## src/rtl/tlb_inv_engine.sv

```systemverilog
// INVTLB walker: sweeps every TLB compare entry once, clearing the E bit of
// entries that match the latched op/ASID/VA. Invalid op codes raise a one-cycle INE pulse.
module tlb_inv_engine #(
  parameter int TLBNUM     = 16,
  parameter int TLBNUMSIZE = $clog2(TLBNUM)
) (
  input  logic                  aclk,
  input  logic                  aresetn,
  input  logic                  req_valid,
  output logic                  req_ready,
  input  logic [4:0]            req_op,
  input  logic [9:0]            req_asid,
  input  logic [31:0]           req_va,
  output logic [TLBNUMSIZE-1:0] rd_idx,
  input  logic [36:0]           rd_ci,
  input  logic                  hold,
  output logic                  clr_en,
  output logic [TLBNUMSIZE-1:0] clr_idx,
  output logic                  busy,
  output logic                  done,
  output logic                  ine
);

  typedef enum logic [1:0] {IDLE, WALK, DONE, ERR} state_t;

  typedef struct packed {
    logic [4:0]  op;
    logic [9:0]  asid;
    logic [18:0] vpn;
  } inv_req_t;

  typedef struct packed {
    logic        e;
    logic [9:0]  asid;
    logic        g;
    logic [5:0]  ps;
    logic [18:0] vppn;
  } ci_t;

  state_t                state;
  logic [TLBNUMSIZE-1:0] cnt;
  inv_req_t              req_q;
  ci_t                   ci;
  logic                  last;
  logic                  asid_hit;
  logic                  va_hit;
  logic                  hit;
  logic                  unused_va;

  assign unused_va = ^req_va[12:0];
  assign ci        = rd_ci;
  assign last      = (cnt == TLBNUMSIZE'(TLBNUM - 1));

  always_ff @(posedge aclk) begin
    if (!aresetn) begin
      state     <= IDLE;
      cnt       <= '0;
      req_q     <= '0;
      req_ready <= 1'b1;
      busy      <= 1'b0;
      done      <= 1'b0;
      ine       <= 1'b0;
    end else begin
      case (state)
        IDLE: if (req_valid) begin
          req_q     <= '{op: req_op, asid: req_asid, vpn: req_va[31:13]};
          cnt       <= '0;
          req_ready <= 1'b0;
          busy      <= 1'b1;
          if (req_op > 5'd6) begin
            state <= ERR;
            ine   <= 1'b1;
          end else begin
            state <= WALK;
          end
        end
        // A held cycle re-reads the same entry next cycle; the last entry ends the walk without wrapping.
        WALK: if (!hold) begin
          if (last) begin
            state <= DONE;
            done  <= 1'b1;
          end else begin
            cnt <= cnt + TLBNUMSIZE'(1);
          end
        end
        DONE: begin
          state     <= IDLE;
          done      <= 1'b0;
          busy      <= 1'b0;
          req_ready <= 1'b1;
        end
        ERR: begin
          state     <= IDLE;
          ine       <= 1'b0;
          busy      <= 1'b0;
          req_ready <= 1'b1;
        end
        default: state <= IDLE;
      endcase
    end
  end

  // 2 MB pages (PS=21) compare only the upper VPPN bits.
  assign va_hit   = (ci.ps == 6'd21) ? (ci.vppn[18:9] == req_q.vpn[18:9])
                                     : (ci.vppn == req_q.vpn);
  assign asid_hit = (ci.asid == req_q.asid);

  always_comb begin
    hit = 1'b0;
    case (req_q.op)
      5'd0, 5'd1: hit = 1'b1;
      5'd2:       hit = ci.e && ci.g;
      5'd3:       hit = ci.e && !ci.g;
      5'd4:       hit = ci.e && !ci.g && asid_hit;
      5'd5:       hit = ci.e && !ci.g && asid_hit && va_hit;
      5'd6:       hit = ci.e && (ci.g || asid_hit) && va_hit;
      default:    hit = 1'b0;
    endcase
  end

  // Gated by reset so an aborting walk never clears the entry under the reset edge.
  assign clr_en  = aresetn && (state == WALK) && hit && !hold;
  assign rd_idx  = cnt;
  assign clr_idx = cnt;

endmodule

```

## config.mk

```make
export PLATFORM = sky130hd
export DESIGN_NAME = tlb_inv_engine
export DESIGN_NICKNAME = d
export VERILOG_FILES = /design/src/rtl/tlb_inv_engine.sv
export SDC_FILE = /design/constraint.sdc
export NUM_CORES = 1
export LEC_CHECK = 0
export ABC_AREA = 1
export CORE_MARGIN = 2
export CORE_UTILIZATION = 35
export CTS_BUF_LIST = sky130_fd_sc_hd__clkbuf_4 sky130_fd_sc_hd__clkbuf_8
export CTS_CLUSTER_SIZE = 12
export DETAILED_ROUTE_END_ITERATION = 8
export PLACE_DENSITY = 0.81
export REMOVE_ABC_BUFFERS = 1
export SKIP_CTS_REPAIR_TIMING = 1
export SYNTH_ARGS = -nofsm -noshare
export SYNTH_HDL_FRONTEND = slang
export SYNTH_SLANG_ARGS = --single-unit
```

## constraint.sdc

```tcl
create_clock -name aclk -period 2.13 [get_ports aclk]
set_clock_uncertainty 0.1 [all_clocks]
set_input_delay 0.426 -clock aclk [delete_from_list [all_inputs] [get_ports aclk]]
set_output_delay 0.426 -clock aclk [all_outputs]
set_load 0.02 [all_outputs]
```

==> impl_results.md <==
- Port Buffers: between 80 and 90
- CP Cell Sequence: inv_2, nand3_4, buf_6, or3_4, nand2_2, nand3_2, a21oi_2, buf_4
- Post-synth EDFFs: 0
- Global-route wire length before repair: roughly 9700 microns
- Yosys top cell area share: between 30% and 40%
- Reg2reg setup slack: a little under 400 ps
- Status: finished, violations left
- CP max FO: 2
- Post-synthesis sequential area ratio: 40.0%
- Setup_tns: -85.2 ps
- Core Footprint: about 0.0060 sq mm
- Synthesized area: between 0.002 and 0.0025 sq mm
- Share of cells above drive strength 1: 17.0%
- Vias/cell: approximately 4.5
- I/O pin cnt: between 100 and 150
- # H-tree levels: 2
- GRT Overall Usage: about 17%
- # DRC: 0
- Antenna violations before repair: 0
- Fmax: 0.451 GHz
- Hold path start: busy
- Sequential share of power: approximately 43%
- Overall power: 2.22 mW
- Synth top cells by count: 88 x nand2_1, 51 x inv_1, 44 x dfxtp_1
- Rel. slew slack: 59.5%
- Dpl ws: -735 ps
- First-iteration detailed-routing DRC count: 107
- RSZ-0062 raised after global routing: yes
- Die area: 0.00695 sq mm
- R2R Path End: req_q[26]
- PnR worst setup slack: -85.2 ps
- HP Class: flop to flop
- CTS tree: built
- Slew Limit Fails: 0
- Worst Hold Endpoint: busy
- CTS Buf Count: 5
- FP Rows: 28
- Filler cells: approximately 560
- Clock Path Buffers: 2
- Vias: around 2200
- Area delta synth->final: 60.2%
- Final ANT Viol Nets: 0
- Hold Fails Final Rpt: 0
- WL final: a little under 6000 microns
- Final Cycle Share: 104%
- Clk sinks: 44
- P_sw: around 640 uW
- Kind of critical path: flop to output pin
- Largest net degree at the start of global routing: 36
- Yosys reg bits: 44
- Hold Path Depth: 2
- Reg2reg start: state[1]
- Maximum vdd drop: about 0.53 mV
- Arr. time, crit path: 1690 ps
- Mapped Cells: 315
- Violations in the final reports: negative setup slack
- Clock root buffer: clkbuf_8
- Skew-Pair Late Insertion Delay: 300 ps
- First drt pass iteration count: 4
- FF-to-FF path depth: 7
- Layout Utilization: 58.9%
- Internal power: around 1.6 mW
- Mean Syn Cell Area: 6.99 sq um
- Sw frac: just under 30%
- Max incr delay on CP: approximately 340 ps
- Top delay family on crit path: simple AND/OR/NAND/NOR gates
- Clock network power share: a little under 30%
- Max-capacitance violation count: 0
- CP Capture Type: output pin
- P_leak: 1.78 nW
- Final #Nets: a little over 500
- Slowest cell on crit path: dfxtp_2
- Hpwl dp: 4440 microns
- Top FF cell, synth: dfxtp_1
- Vias in the first global route: about 2200
- Endpoints failing setup: 1
- Final Critical Period: ~2200 ps
- Die W: roughly 83 microns
- Cell Pwr Density: about 630 mW/mm^2
- Starting density of the core: 36.8%
- Count of cell types in the netlist: 27
- Largest area contributor in the synthesized netlist: dfxtp_1
- WP depth: 8
- GR Overflow Total: 0
- Worst-margin pin slew: around 610 ps
- Count leader, synth: nand2_1
- Crit start category: flop
- CP required: between 1500 and 2000 ps
- Synth Warn #: 0
- Inserted Diodes: 0
- CP bufs+invs: 3
- Post-synth ARST share: 0%
- Die Y: roughly 83 microns
- Final GP Congestion: about 0.82
- Post-DR wirelength/cell: 11.9 microns
- Comb power frac: 27.7%
- Synth top area cells: dfxtp_1 40%, nand2_1 15%, inv_1 8.7%, o21ai_0 6.1%, a22o_1 5.2%
- CTS clock-pin slew for the worst setup and hold paths: 90 ps
==> power groups by stage <==
| stage | clock, mW | sequential [mW] | combinational (mW) |
|---|---|---|---|
| 2_1_floorplan | 0 | 0.987 | 0.273 |
| 4_1_cts | 0.657 | 0.956 | 0.604 |
| 6_report | 0.640 | 0.962 | 0.614 |
| 5_1_grt | 0.696 | 0.972 | 0.682 |
| 3_3_place_gp | 0 | 0.969 | 0.588 |
| 3_5_place_dp | 0 | 0.975 | 0.600 |
==> area by class of cell <==
class | instances | area, sq um | area share (%)
clock buffer | 5 | 68.8 | 1.95
clock inverter | 3 | 42.5 | 1.21
inverter | 55 | 206 | 5.85
multi-input combinational | 206 | 1100 | 31.1
sequential | 44 | 890 | 25.2
tap | 75 | 93.8 | 2.66
timing repair buffer | 110 | 1130 | 32.1
==> cell usage in the layout, fill, tap and decap left out, types with 9 or more instances in the layout <==
master	count
dlymetal6s2s_1	30
inv_2	9
xnor2_1	10
inv_1	46
a22o_1	13
dfxtp_1	37
clkdlybuf4s50_1	56
nor2_1	26
buf_4	22
nand2_1	83
nand2_2	9
o21ai_0	27
==> cell families (layout without fill, tap and decap cells) <==
group                    after synthesis  in the layout  synth area share (%)
adder cells (fa/ha/maj)                1              1                 0.568
buffers and inverters                 65            173                  12.9
XOR/XNOR                              12             12                  4.77
flip-flops                            44             44                  40.0
AND/OR/NAND/NOR                      145            145                  27.8
AO/OA/AOI/OAI                         48             48                  13.9
==> flip-flops by register name (all words and copies together), names as in the netlist <==
name and cells:
busy 1, clr_idx 4, done 1, ine 1, req_q 34, req_ready 1
state 2
==> per-stage QoR <==
step	instance area [sq um]	hold slack, ps	cells
after global placement	3260	345	488
after detailed placement	3260	344	488
after global routing	3530	388	498
after CTS	3370	360	496
final	3530	355	498
after floorplan	2120	361	305
==> worst max path at each step <==
stage	to	startpoint	slack [ps]
after floorplan	clr_en	rd_ci[25]	300
after global routing	clr_en	req_q[27]	-170
after CTS	clr_en	rd_ci[31]	-740
final	clr_en	req_q[33]	-90
after detailed placement	clr_en	rd_ci[31]	-730
after global placement	clr_en	rd_ci[31]	-720
==> metal layers <==
metal	share of wire (%)	vias to the layer above	global-route usage, %
li1	-	1195	-
met4	1.0	0	3.58
met2	50	55	30.4
met3	5.9	7	5.27
met5	0	-	0
met1	43	992	19.6
==> worst reg2reg max path, delay by kind of cell, from the launching register on <==
kind	cells	cell delay, ps
flip-flops	1	320
AND/OR/NAND/NOR	3	310
AO/OA/AOI/OAI	1	190
buffers and inverters	3	660
(Power assumes the default switching activity.)
